$ cat config.mk
export PLATFORM = sky130hd
export DESIGN_NAME = univ_shift_reg
export DESIGN_NICKNAME = d
export VERILOG_FILES = /design/src/rtl/lab_pkg.sv /design/src/rtl/shift_next.sv /design/src/rtl/univ_shift_reg.sv
export SDC_FILE = /design/constraint.sdc
export NUM_CORES = 1
export LEC_CHECK = 0
export BUFFER_PORTS_ARGS = -buffer_cell sky130_fd_sc_hd__buf_2
export CORE_MARGIN = 2
export CORE_UTILIZATION = 44
export CTS_BUF_LIST = sky130_fd_sc_hd__clkbuf_16
export CTS_CLUSTER_DIAMETER = 120
export DETAILED_ROUTE_END_ITERATION = 6
export MAX_ROUTING_LAYER = met4
export PLACE_DENSITY = 0.74
export SLEW_MARGIN = 25
export SYNTH_ARGS = -nofsm -noshare
export SYNTH_HDL_FRONTEND = slang
export SYNTH_SLANG_ARGS = --single-unit
export TNS_END_PERCENT = 100
$ cat constraint.sdc
create_clock -name clk -period 1.22 [get_ports clk]
set_input_delay 0.183 -clock clk [delete_from_list [all_inputs] [get_ports clk]]
set_output_delay 0.183 -clock clk [all_outputs]
set_load 0.01 [all_outputs]
$ cat src/rtl/lab_pkg.sv
// Shared definitions for the lab datapath primitives: operation encodings
// and the shift-counter width helper.
package lab_pkg;

    localparam logic [2:0] MODE_HOLD = 3'b000;
    localparam logic [2:0] MODE_LOAD = 3'b001;
    localparam logic [2:0] MODE_SHL  = 3'b010;
    localparam logic [2:0] MODE_SHR  = 3'b011;
    localparam logic [2:0] MODE_ROTL = 3'b100;
    localparam logic [2:0] MODE_ROTR = 3'b101;
    localparam logic [2:0] MODE_CLR  = 3'b110;
    localparam logic [2:0] MODE_RSVD = 3'b111;

    // Counter must hold 0..WIDTH.
    function automatic int cnt_w(input int width);
        return $clog2(width + 1);
    endfunction

endpackage

$ cat src/rtl/shift_next.sv
// Combinational next-state mux for univ_shift_reg. It also classifies the
// selected operation so the top can steer the shift counter.
module shift_next
    import lab_pkg::*;
#(
    parameter int WIDTH = 8
) (
    input  logic [WIDTH-1:0] q,
    input  logic [WIDTH-1:0] d,
    input  logic             sin_r,
    input  logic             sin_l,
    input  logic [2:0]       mode,
    output logic [WIDTH-1:0] q_next,
    output logic             is_shift,
    output logic             is_restart
);

    logic [WIDTH-1:0] shl, shr, rotl, rotr;

    // A single-bit register has no neighbours: shifts take the serial input
    // and rotates collapse to hold.
    generate
        if (WIDTH == 1) begin : g_w1
            assign shl  = sin_r;
            assign shr  = sin_l;
            assign rotl = q;
            assign rotr = q;
        end else begin : g_wn
            assign shl  = {q[WIDTH-2:0], sin_r};
            assign shr  = {sin_l, q[WIDTH-1:1]};
            assign rotl = {q[WIDTH-2:0], q[WIDTH-1]};
            assign rotr = {q[0], q[WIDTH-1:1]};
        end
    endgenerate

    always_comb begin
        q_next     = q;
        is_shift   = 1'b0;
        is_restart = 1'b0;
        case (mode)
            MODE_LOAD: begin q_next = d;       is_restart = 1'b1; end
            MODE_SHL:  begin q_next = shl;     is_shift   = 1'b1; end
            MODE_SHR:  begin q_next = shr;     is_shift   = 1'b1; end
            MODE_ROTL: begin q_next = rotl;    is_shift   = 1'b1; end
            MODE_ROTR: begin q_next = rotr;    is_shift   = 1'b1; end
            MODE_CLR:  begin q_next = '0;      is_restart = 1'b1; end
            default:   q_next = q;
        endcase
    end

endmodule

$ cat src/rtl/univ_shift_reg.sv
// Universal shift register: hold/load/shift/rotate/clear with a per-word
// shift counter and a one-cycle done pulse on word completion.
module univ_shift_reg
    import lab_pkg::*;
#(
    parameter int               WIDTH     = 8,
    parameter logic [WIDTH-1:0] RESET_VAL = '0,
    localparam int              CW        = cnt_w(WIDTH)
) (
    input  logic             clk,
    input  logic             res,
    input  logic             en,
    input  logic [2:0]       mode,
    input  logic [WIDTH-1:0] d,
    input  logic             sin_r,
    input  logic             sin_l,
    output logic [WIDTH-1:0] q,
    output logic             sout_msb,
    output logic             sout_lsb,
    output logic [CW-1:0]    shift_cnt,
    output logic             done
);

    logic [WIDTH-1:0] q_next;
    logic             is_shift;
    logic             is_restart;

    shift_next #(.WIDTH(WIDTH)) u_next (
        .q          (q),
        .d          (d),
        .sin_r      (sin_r),
        .sin_l      (sin_l),
        .mode       (mode),
        .q_next     (q_next),
        .is_shift   (is_shift),
        .is_restart (is_restart)
    );

    always_ff @(posedge clk) begin
        if (!res) begin
            q         <= RESET_VAL;
            shift_cnt <= '0;
            done      <= 1'b0;
        end else begin
            done <= 1'b0;
            if (en) begin
                q <= q_next;
                if (is_restart) begin
                    shift_cnt <= '0;
                end else if (is_shift) begin
                    // Wrap on the WIDTH-th shift instead of ever reaching WIDTH.
                    if (shift_cnt == CW'(WIDTH - 1)) begin
                        shift_cnt <= '0;
                        done      <= 1'b1;
                    end else begin
                        shift_cnt <= shift_cnt + 1'b1;
                    end
                end
            end
        end
    end

    assign sout_msb = q[WIDTH-1];
    assign sout_lsb = q[0];

endmodule

* After elaboration in Yosys (flattened, before gate mapping) *
Index checks and enable logic that the tools add are counted.

word-level totals
  register bits = 13
  input bits = 16
  output and inout port bits = 15
  word-level logic and storage cells = 28

cells by class
  $add $sub $neg = 1
  equality and inequality tests = 7
  muxes and demuxes = 7
  bitwise logic cells = 3
  reductions and logical operators = 7

operator list
  kind                   count
  $pmux W8 S6            1
  $mux W4                3
  $eq A3 B3 Y1 const B   3
  $reduce_or A4 Y1       2
  $eq A3 B2 Y1 const B   2
  $reduce_bool A6 Y1     1
  $add A4 B1 Y4 const B  1
  $eq A4 B3 Y1 const B   1
  $reduce_and A2 Y1      2
  $eq A3 B1 Y1 const B   1
  $mux W1                3
  $not A1 Y1             3
  $reduce_bool A2 Y1     1
  $reduce_or A2 Y1       1

* Depth between registers and ports, before layout *
Gate-level depths: netlist of run 1.

  depth in word-level cells = 5
  gate-level depth with buffers = 6
  mapped depth without buffers = 5

* Hierarchy *
Synthesis of run 1 repeated with hierarchy kept, for this count alone.

second synthesis, totals
  cell total of the unflattened synthesis = 135
  area total of the unflattened synthesis = 1087.3 µm²

modules (own cells, without submodules)
  module          instances  cells an instance  area an instance (µm²)  sequential area each (µm²)
  univ_shift_reg  1          56                 546.8                   260.2
  shift_next      1          79                 540.5                   0.0

* Least setup slack after synthesis of run 1 *
No wires, ideal clock.

  kind = input-to-reg
  start = input mode[0]
  end = register q[7]
  library setup time = 0.119 ns
  data arrival time = 1.048 ns
  data required time = 1.101 ns
  setup slack = 0.054 ns
  cell stages on the path = 6
  path buffers = 2
  cell sequence = buf_6 o31ai_2 a31oi_2 buf_4 o21ai_1 a21oi_1

between the ends
  cells in the longest elaborated chain, start to end = 3
  elaborated cells on any way between the ends = 9
  those cells by class = eq/ne: 6; mux: 1; reduce/logical: 2

ends and longest elaborated chain
  element                               line                  text
  start, declared                       univ_shift_reg.sv:13  input logic [2:0] mode,
  $eq A3 B1 Y1 (tied with other cells)  shift_next.sv:40      case (mode)
  $reduce_bool A6 Y1 (no line)          --
  $reduce_and A2 Y1 (no line)           --
  end signal, assigned                  univ_shift_reg.sv:47  q <= q_next;
  end, declared                         univ_shift_reg.sv:17  output logic [WIDTH-1:0] q,

Several ways; a longest one is shown, not always the timed one.
A chain may end at the register's enable or synchronous reset.

* Final worst setup path of run 1 *
  start = register shift_cnt[0]
  end = register shift_cnt[0]

between the ends
  cells in the longest elaborated chain, start to end = 4
  elaborated cells on any way between the ends = 5
  those cells by class = add/sub: 1; eq/ne: 1; mux: 3

ends and longest elaborated chain
  element                                        line                                        text
  start, declared                                univ_shift_reg.sv:20                        output logic [CW-1:0] shift_cnt,
  start signal, assigned                         univ_shift_reg.sv:56                        shift_cnt <= shift_cnt + 1'b1;
  $add A4 B1 Y4 or $eq A4 B3 Y1 (tied branches)  univ_shift_reg.sv:56, univ_shift_reg.sv:52
  $mux W4 *                                      univ_shift_reg.sv:52                        if (shift_cnt == CW'(WIDTH - 1)) begin
  $mux W4 *                                      univ_shift_reg.sv:50                        end else if (is_shift) begin
  $mux W4 *                                      univ_shift_reg.sv:48                        if (is_restart) begin

Every way passes the cells marked *; elsewhere a longest branch is shown, timed or not. The select of a mux whose other input is x is not followed.

==> flow_metrics.env, run 1 <==
export IMPL_cp_start_kind="register"
export IMPL_finalNetCount=169
export IMPL_status="finished, final reports clean"
export IMPL_synth_area_leaders="dfxtp_1 29%, mux2i_1 8.9%, nor2_1 6.2%, nor2b_1 6.2%, a211oi_1 5.8%"
export IMPL_placed_area_mm2=0.00112
export IMPL_mappedNetlistArea_um2=902
export IMPL_min_to="q[0]$_SDFFE_PN0P_"
export IMPL_area_growth_pct=33.3
export IMPL_grt_max_degree=18
export IMPL_synth_xor_area_share_pct=0
export IMPL_clk_path_buf_depth=2
export IMPL_cts_setup_buffers=0
export IMPL_synth_warnings=0
export IMPL_initialDrtViolationCount=24
export IMPL_hp_class="primary input to register"
export IMPL_place_worst_setup_slack_ns=-0.0544
export IMPL_placedCellCount=174
export IMPL_synthAdderAreaFrac_pct=1.39
export IMPL_path_clk_slew_ns=0.05
export IMPL_path_cells="ha_1, and3b_1, nor2_1, a22oi_1, nor2_1"
export IMPL_grt_pass1_vias=905
export IMPL_yosys_mux_area_fraction_pct=8.88
export IMPL_seqPwrFrac_pct=34.1
export IMPL_worst_slack_ns=0.114
export IMPL_cts_root_buf="clkbuf_16"
export IMPL_stdcell_area_mm2=0.00120
export IMPL_core_mm2=0.00194
export IMPL_grt_antenna_before_repair=0
export IMPL_synth_top_family_by_area="compound AO/OA/AOI/OAI gates"
export IMPL_routed_wl_um=2420
export IMPL_endpoint_kind="register"
export IMPL_r2r_start="shift_cnt[0]$_SDFFE_PN0P_"
export IMPL_clock_skew_ns=0.00251
export IMPL_clock_sinks=13
export IMPL_hold_path_depth=3
export IMPL_die_h_um=49.3
export IMPL_finalHoldViolCount=0
export IMPL_net_switching_power_mw=0.381
export IMPL_r2r_slack_ns=0.11
export IMPL_avgRoutedWirePerCell_um=13.6
export IMPL_final_cell_mix="30 x buf_2, 15 x nor2_1, 13 x dfxtp_1"
export IMPL_report_final_slew_viol_count=0
export IMPL_critical_path_required_ns=1.35
export IMPL_utilization_pct=61.9
export IMPL_intPower_mw=1.03
export IMPL_portBuffers=30
export IMPL_place_hpwl_um=1800
export IMPL_slowest_delay_ns=0.33
export IMPL_swShare_pct=27.1
export IMPL_firstDrtPassIters=4
export IMPL_period_needed_ns=1.11
export IMPL_rsz0062_at_grt="no"
export IMPL_cp_max_fo=4
export IMPL_p_leak_nw=0.549
export IMPL_start_util_pct=46.5
export IMPL_maxCapViolCount=0
export IMPL_synth_top_area_share_pct=28.8
export IMPL_cts_made_buffers=3
export IMPL_power_density_mw_per_mm2=1170
export IMPL_cts_tree="built"
export IMPL_vias_per_cell=5.53
export IMPL_worst_ep_arrival_time_ns=1.24
export IMPL_setup_violations=0
export IMPL_ir_worst_vdd_mv=0.638
export IMPL_row_count=16
export IMPL_hp_start="d[0]"
export IMPL_final_layout_size_suffix_gt1_share_pct=33.1
export IMPL_worst_pin_slew_ns=0.358
export IMPL_p_clk_share_pct=44.8
export IMPL_grt_ovfl_total=0
export IMPL_drc=0
export IMPL_synth_compound_area_share_pct=28.2
export IMPL_reg2reg_depth=5
export IMPL_synth_top_cell_by_area="dfxtp_1"
export IMPL_drt_antenna_violating_nets=0
export IMPL_synth_avg_cell_area_um2=7.84
export IMPL_synth_cells=115
export IMPL_r2r_end="shift_cnt[0]$_SDFFE_PN0P_"
export IMPL_grt_pass1_wl_um=4060
export IMPL_htree_levels=1
export IMPL_globalplace_congestion=0.871
export IMPL_layout_commonest_cell="buf_2"
export IMPL_track_usage_pct=21.6
export IMPL_max_slew_margin_pct=76.0
export IMPL_synth_cell_types=32
export IMPL_ys_seq_area_share_pct=28.8
export IMPL_ctsHoldBuffers=0
export IMPL_clock_latency_ns=0.24
export IMPL_power_frac_comb_pct=21.2
export IMPL_synth_simple_gate_area_share_pct=24.3
export IMPL_ios=31
export IMPL_cts_resized_gates=0
export IMPL_crit_type="register to register"
export IMPL_syn_num_nets=132
export IMPL_die_x_um=49.3
export IMPL_fmax_mhz=904
export IMPL_fin_crit_sh_pct=90.7
export IMPL_vias=984
export IMPL_antenna_cells=0
export IMPL_slowest_stage="dfxtp_1"
export IMPL_cp_common_cell="nor2_1"
export IMPL_dieArea_mm2=0.00243
export IMPL_synth_seq_cells=13
export IMPL_stdcell_count=178
==> worst max path at each step <==
stage,startpoint,endpoint,slack [ns]
after floorplan,mode[0],q[7]$_SDFFE_PN0P_,0.05
after global placement,mode[0],q[6]$_SDFFE_PN0P_,-0.03
after detailed placement,mode[0],q[1]$_SDFFE_PN0P_,-0.05
after CTS,shift_cnt[1]$_SDFFE_PN0P_,shift_cnt[0]$_SDFFE_PN0P_,0.12
after global routing,shift_cnt[0]$_SDFFE_PN0P_,shift_cnt[0]$_SDFFE_PN0P_,0.04
final,shift_cnt[0]$_SDFFE_PN0P_,shift_cnt[0]$_SDFFE_PN0P_,0.11
==> sequential cells by signal (all words and copies together) (netlist names) <==
name       flops
shift_cnt      4
q              8
done           1
==> cell type report <==
class,instances,area [µm²]
inverters,1,3.75
multi-input cells,90,566
fillers,183,739
clock buffers,3,75.1
clock inverters,1,3.75
flip-flops and latches,13,260
repair buffers,43,260
well taps,27,33.8
==> cells by family (layout without fill, tap and decap cells) <==
logic type	after synthesis	after routing
mux	8	8
flops	13	13
buf+inv	12	48
simple gates	46	46
compound gates	35	35
fa+ha+maj	1	1
==> critical path, delay by kind of cell, from the launching register on <==
| kind | cells | cell delay (ns) |
|---|---|---|
| AOI/OAI and AO/OA | 1 | 0.16 |
| adders and majority gates | 1 | 0.22 |
| DFF | 1 | 0.33 |
| and+or+nand+nor | 3 | 0.29 |
==> synthesized netlist by cell type (all sizes together) <==
master,count
mux2i,8
and2b,1
o21ai,13
o221a,1
a221oi,1
inv,1
nand3,3
a22oi,1
o21a,1
a31o,2
dfxtp,13
clkbuf,1
a32oi,1
o2111ai,1
nor2b,9
nor3,7
a31oi,4
nor2,15
o31ai,1
and3,1
a21oi,2
nand2,9
a211oi,7
and3b,1
buf,10
ha,1
==> through the flow <==
step / hold slack (ns) / setup TNS (ns) / power, mW
3_3_place_gp: 0.457 / -0.0580 / 0.773
6_report: 0.228 / 0 / 1.41
5_1_grt: 0.248 / 0 / 1.46
2_1_floorplan: 0.277 / 0 / 0.670
3_5_place_dp: 0.470 / -0.318 / 0.781
4_1_cts: 0.227 / 0 / 1.40
==> power groups by stage <==
stage | logic (mW) | registers [mW] | clock network, mW
global placement | 0.288 | 0.485 | 0
floorplan | 0.176 | 0.494 | 0
finish | 0.298 | 0.479 | 0.630
CTS | 0.298 | 0.479 | 0.627
detailed placement | 0.295 | 0.485 | 0
global route | 0.327 | 0.482 | 0.651
==> routing by layer <==
layer,GRT usage (%),up-vias,share of wire (%)
met1,28.5,448,46
li1,-,489,-
met5,-,-,0
met3,3.37,6,5.7
met2,33.3,41,47
met4,7.62,0,1.4
Note: power is estimated with default switching activity, not from simulation.
==> run 2, diff against run 1 <==
==> constraint.sdc (replaced) <==
create_clock -name clk -period 1.22 [get_ports clk]
set_input_delay 0.244 -clock clk [delete_from_list [all_inputs] [get_ports clk]]
set_output_delay 0.244 -clock clk [all_outputs]
set_load 0.01 [all_outputs]
==> flow_metrics.env, run 2 (synthesis results as in run 1) <==
export IMPL_top_regs="q x8, shift_cnt x4, done x1"
export IMPL_swShare_pct=26.6
export IMPL_vias_per_cell=5.76
export IMPL_cts_tree="built"
export IMPL_dieArea_mm2=0.00243
export IMPL_period_needed_ns=1.11
export IMPL_clock_latency_ns=0.24
export IMPL_final_cell_mix="30 x buf_2, 15 x nor2_1, 14 x buf_4"
export IMPL_maxCapViolCount=0
export IMPL_net_switching_power_mw=0.373
export IMPL_route_met3_wl_um=180
export IMPL_power_density_mw_per_mm2=1140
export IMPL_initialDrtViolationCount=21
export IMPL_clock_skew_ns=0.00112
export IMPL_cts_setup_buffers=0
export IMPL_p_clk_share_pct=43.7
export IMPL_core_mm2=0.00194
export IMPL_fmax_mhz=900
export IMPL_grt_pass1_vias=986
export IMPL_fin_hold_ws_ns=0.275
export IMPL_finalSetupTns_ns=0
export IMPL_report_final_slew_viol_count=0
export IMPL_portBuffers=30
export IMPL_critical_path_required_ns=1.35
export IMPL_cp_start_kind="register"
export IMPL_fin_crit_sh_pct=91.0
export IMPL_track_usage_pct=23.2
export IMPL_globalplace_congestion=0.838
export IMPL_stdcell_area_mm2=0.00123
export IMPL_antenna_cells=0
export IMPL_cp_max_fo=4
export IMPL_crit_type="register to register"
export IMPL_die_h_um=49.3
export IMPL_status="finished, final reports clean"
export IMPL_ir_worst_vdd_mv=0.661
export IMPL_p_leak_nw=0.560
export IMPL_worst_pin_slew_ns=0.291
export IMPL_start_util_pct=46.5
export IMPL_largest_register="q"
export IMPL_largest_reg_flops=8
export IMPL_clk_path_buf_depth=2
export IMPL_max_slew_margin_pct=80.6
export IMPL_htree_levels=1
export IMPL_cts_root_buf="clkbuf_16"
export IMPL_topRoutingLayerUsed="met4"
export IMPL_row_count=16
export IMPL_cts_resized_gates=0
export IMPL_routed_wl_met2_um=1240
export IMPL_avgRoutedWirePerCell_um=14.2
export IMPL_grt_antenna_before_repair=0
export IMPL_drt_antenna_violating_nets=0
export IMPL_finalHoldViolCount=0
export IMPL_vias=1037
export IMPL_finalNetCount=171
export IMPL_placed_area_mm2=0.00115
export IMPL_endpoint_kind="register"
export IMPL_ios=31
export IMPL_seqPwrFrac_pct=34.3
export IMPL_clock_sinks=13
export IMPL_worst_ep_arrival_time_ns=1.24
export IMPL_fillerInstances=174
export IMPL_ctsHoldBuffers=0
export IMPL_firstDrtPassIters=4
export IMPL_cts_made_buffers=3
export IMPL_rsz0062_at_grt="no"
export IMPL_grt_pass1_wl_um=4200
export IMPL_layout_commonest_cell="buf_2"
export IMPL_hp_class="primary input to register"
export IMPL_power_frac_comb_pct=22.0
export IMPL_place_hpwl_um=1990
export IMPL_intPower_mw=1.03
export IMPL_area_growth_pct=35.9
export IMPL_setup_violations=0
export IMPL_drc=0
export IMPL_die_x_um=49.3
export IMPL_final_layout_size_suffix_gt1_share_pct=34.0
export IMPL_routed_wl_um=2550
export IMPL_path_clk_slew_ns=0.05
export IMPL_grt_max_degree=15
export IMPL_wl_met1_um=1090
export IMPL_grt_ovfl_total=0
-- run 2: cell types whose count changed in the layout (fill, tap and decap cells not counted) --
cell     before  now
o31ai_4       0    1
buf_4        12   14
o31ai_2       1    0
-- run 2: layer usage --
metal	up-vias	track usage (%)
met5	-	-
met1	480	27.7
met4	0	11.4
met2	53	37.4
met3	10	4.29
li1	494	-
-- run 2: critical path, cell delays in order (launching register included) --
cell     delay [ns]
dfxtp_1        0.34
ha_1           0.22
and3b_1        0.20
nor2_1         0.05
a22oi_1        0.14
nor2_1         0.06
-- run 2: worst paths after layout --
check | start | to | slack [ns] | depth (start not counted)
max | shift_cnt[0]$_SDFFE_PN0P_ | shift_cnt[0]$_SDFFE_PN0P_ | 0.11 | 5
min | d[0] | q[0]$_SDFFE_PN0P_ | 0.28 | 3
max reg2reg | shift_cnt[0]$_SDFFE_PN0P_ | shift_cnt[0]$_SDFFE_PN0P_ | 0.11 | 5
min reg2reg | shift_cnt[3]$_SDFFE_PN0P_ | shift_cnt[3]$_SDFFE_PN0P_ | 0.54 | 2
-- run 2: per-stage QoR --
step,instances,power (mW),setup WS (ns),utilization (%)
after floorplan,115,0.673,0.0326,-
after global placement,176,0.780,-0.0271,59.1
after detailed placement,176,0.793,-0.0721,59.1
after CTS,180,1.41,0.114,63.1
after global routing,180,1.46,0.0238,63.1
final,180,1.40,0.109,63.1
-- run 2: area by class of cell --
type / instances / area, µm² / share of cell area (%)
clock buffer: 3 / 75.1 / 6.12
clock inverter: 1 / 3.75 / 0.306
inverter: 1 / 3.75 / 0.306
multi-input combinational: 90 / 574 / 46.8
sequential: 13 / 260 / 21.2
tap: 27 / 33.8 / 2.76
timing repair buffer: 45 / 275 / 22.4
-- run 2: power by group through the flow --
stage          registers, mW  clock network, mW  logic (mW)
5_1_grt                0.484              0.636       0.338
6_report               0.481              0.613       0.308
3_5_place_dp           0.488                  0       0.305
3_3_place_gp           0.486                  0       0.295
4_1_cts                0.480              0.618       0.307
2_1_floorplan          0.494                  0       0.179
==> run 3, diff against run 2 <==
--- a/config.mk
+++ b/config.mk
@@ -6,13 +6,14 @@
 export NUM_CORES = 1
 export LEC_CHECK = 0
 export BUFFER_PORTS_ARGS = -buffer_cell sky130_fd_sc_hd__buf_2
+export CORE_ASPECT_RATIO = 0.9
 export CORE_MARGIN = 2
-export CORE_UTILIZATION = 44
+export CORE_UTILIZATION = 52
 export CTS_BUF_LIST = sky130_fd_sc_hd__clkbuf_16
 export CTS_CLUSTER_DIAMETER = 120
 export DETAILED_ROUTE_END_ITERATION = 6
 export MAX_ROUTING_LAYER = met4
-export PLACE_DENSITY = 0.74
+export PLACE_DENSITY = 0.82
 export SLEW_MARGIN = 25
 export SYNTH_ARGS = -nofsm -noshare
 export SYNTH_HDL_FRONTEND = slang
==> constraint.sdc (replaced) <==
create_clock -name clk -period 1.3 [get_ports clk]
set_input_delay 0.26 -clock clk [delete_from_list [all_inputs] [get_ports clk]]
set_output_delay 0.26 -clock clk [all_outputs]
set_load 0.01 [all_outputs]
==> flow_metrics.env, run 3 (synthesis results as in run 1) <==
export IMPL_status="finished, final reports clean"
export IMPL_worst_pin_slew_ns=0.350
export IMPL_start_util_pct=54.8
export IMPL_place_hpwl_um=1720
export IMPL_period_needed_ns=1.16
export IMPL_globalplace_congestion=0.832
export IMPL_clock_sinks=13
export IMPL_worst_ep_arrival_time_ns=1.28
export IMPL_ir_worst_vdd_mv=0.996
export IMPL_layout_commonest_cell="buf_2"
export IMPL_drc=0
export IMPL_p_leak_nw=0.532
export IMPL_ios=31
export IMPL_placedCellCount=169
export IMPL_finalSetupTns_ns=0
export IMPL_grt_max_degree=13
export IMPL_grt_pass1_vias=888
export IMPL_setup_violations=0
export IMPL_die_h_um=43.5
export IMPL_cp_start_kind="register"
export IMPL_routed_wl_um=2430
export IMPL_vias=988
export IMPL_slowest_stage="dfxtp_2"
export IMPL_dieArea_mm2=0.00208
export IMPL_cts_tree="built"
export IMPL_finalPower_mw=1.30
export IMPL_antenna_cells=0
export IMPL_finalHoldViolCount=0
export IMPL_cts_setup_buffers=0
export IMPL_power_density_mw_per_mm2=1110
export IMPL_die_x_um=47.9
export IMPL_maxCapViolCount=0
export IMPL_htree_levels=1
export IMPL_avgRoutedWirePerCell_um=14.1
export IMPL_finalNetCount=167
export IMPL_top_regs="q x8, shift_cnt x4, done x1"
export IMPL_utilization_pct=71.4
export IMPL_clock_skew_ns=0.000408
export IMPL_core_mm2=0.00165
export IMPL_fmax_mhz=866
export IMPL_firstDrtPassIters=4
export IMPL_largest_reg_flops=8
export IMPL_initialDrtViolationCount=25
export IMPL_max_slew_margin_pct=76.5
export IMPL_critical_path_required_ns=1.43
export IMPL_rsz0062_at_grt="no"
export IMPL_cp_common_cell="nor2_1"
export IMPL_fin_crit_sh_pct=88.9
export IMPL_cp_buffers_inverters=0
export IMPL_path_clk_slew_ns=0.05
export IMPL_endpoint_kind="register"
export IMPL_slowest_delay_ns=0.37
export IMPL_final_cell_mix="30 x buf_2, 15 x nor2_1, 11 x dfxtp_1, 11 x buf_4"
export IMPL_fillerInstances=141
export IMPL_area_growth_pct=30.4
export IMPL_largest_register="q"
export IMPL_clock_latency_ns=0.24
export IMPL_stdcell_count=173
export IMPL_regArea_um2=263
export IMPL_grt_ovfl_total=0
export IMPL_multiInputGateArea_um2=568
export IMPL_final_layout_size_suffix_gt1_share_pct=34.2
export IMPL_grt_antenna_before_repair=0
export IMPL_report_final_slew_viol_count=0
export IMPL_grt_pass1_wl_um=3960
export IMPL_row_count=14
export IMPL_cts_root_buf="clkbuf_16"
export IMPL_path_cells="ha_2, and3b_1, nor2_1, a22oi_1, nor2_1"
export IMPL_hp_class="primary input to register"
export IMPL_path_delay_family="flip-flops"
export IMPL_vias_per_cell=5.71
export IMPL_cts_made_buffers=3
export IMPL_clk_path_buf_depth=2
export IMPL_cp_max_fo=5
export IMPL_drt_antenna_violating_nets=0
export IMPL_portBuffers=30
export IMPL_crit_type="register to register"
export IMPL_track_usage_pct=28.0
run 3: cell types whose count changed in the layout (fill, tap and decap cells not counted), sizes merged:
cell / previous run / this run
buf: 45 / 41
run 3: what timing repair did:
action / 4_1_cts / 5_1_grt
setup endpoints to repair: 0 / 1
hold buffers: 0 / 0
resized for setup: 0 / 3
run 3: layer usage:
| metal | vias to the layer above | part of all wire [%] | GRT usage (%) |
|---|---|---|---|
| met1 | 454 | 45 | 37.1 |
| met4 | 0 | 2.7 | 10.8 |
| met3 | 8 | 6.8 | 8.33 |
| li1 | 486 | - | - |
| met5 | - | 0 | - |
| met2 | 40 | 45 | 39.7 |
run 3: layout make-up:
cell class                      count  share of cell area (%)
Multi-Input combinational cell     90                    48.3
Timing Repair Buffer               41                    19.8
Inverter                            1                   0.319
Clock buffer                        3                    6.38
Clock inverter                      1                   0.319
Tap cell                           24                    2.55
Sequential cell                    13                    22.3
run 3: worst paths after layout:
kind,cells after the start,startpoint,to,slack (ns)
min reg2reg,2,shift_cnt[3]$_SDFFE_PN0P_,shift_cnt[3]$_SDFFE_PN0P_,0.53
min,2,en,shift_cnt[2]$_SDFFE_PN0P_,0.28
max,5,shift_cnt[0]$_SDFFE_PN0P_,shift_cnt[0]$_SDFFE_PN0P_,0.14
max reg2reg,5,shift_cnt[0]$_SDFFE_PN0P_,shift_cnt[0]$_SDFFE_PN0P_,0.14
run 3: per-stage QoR:
stage / hold slack [ns] / instance area (µm²) / worst slack, ns
after detailed placement: 0.517 / 1090 / -0.0212
after floorplan: 0.354 / 902 / 0.0568
after CTS: 0.272 / 1170 / 0.0691
after global routing: 0.289 / 1180 / 0.0344
final: 0.284 / 1180 / 0.145
after global placement: 0.516 / 1090 / -0.00134
run 3: report_power, final:
group          internal, mW  switching [mW]  leakage, nW  total (mW)
Sequential            0.424          0.0290        0.108       0.453
Combinational         0.125           0.144        0.382       0.269
Clock                 0.406           0.175       0.0423       0.581
run 3: worst register-to-register path: stages, from the launching register on:
cell and delay [ns]:
dfxtp_2 0.37, ha_2 0.22, and3b_1 0.18, nor2_1 0.04, a22oi_1 0.16, nor2_1 0.08
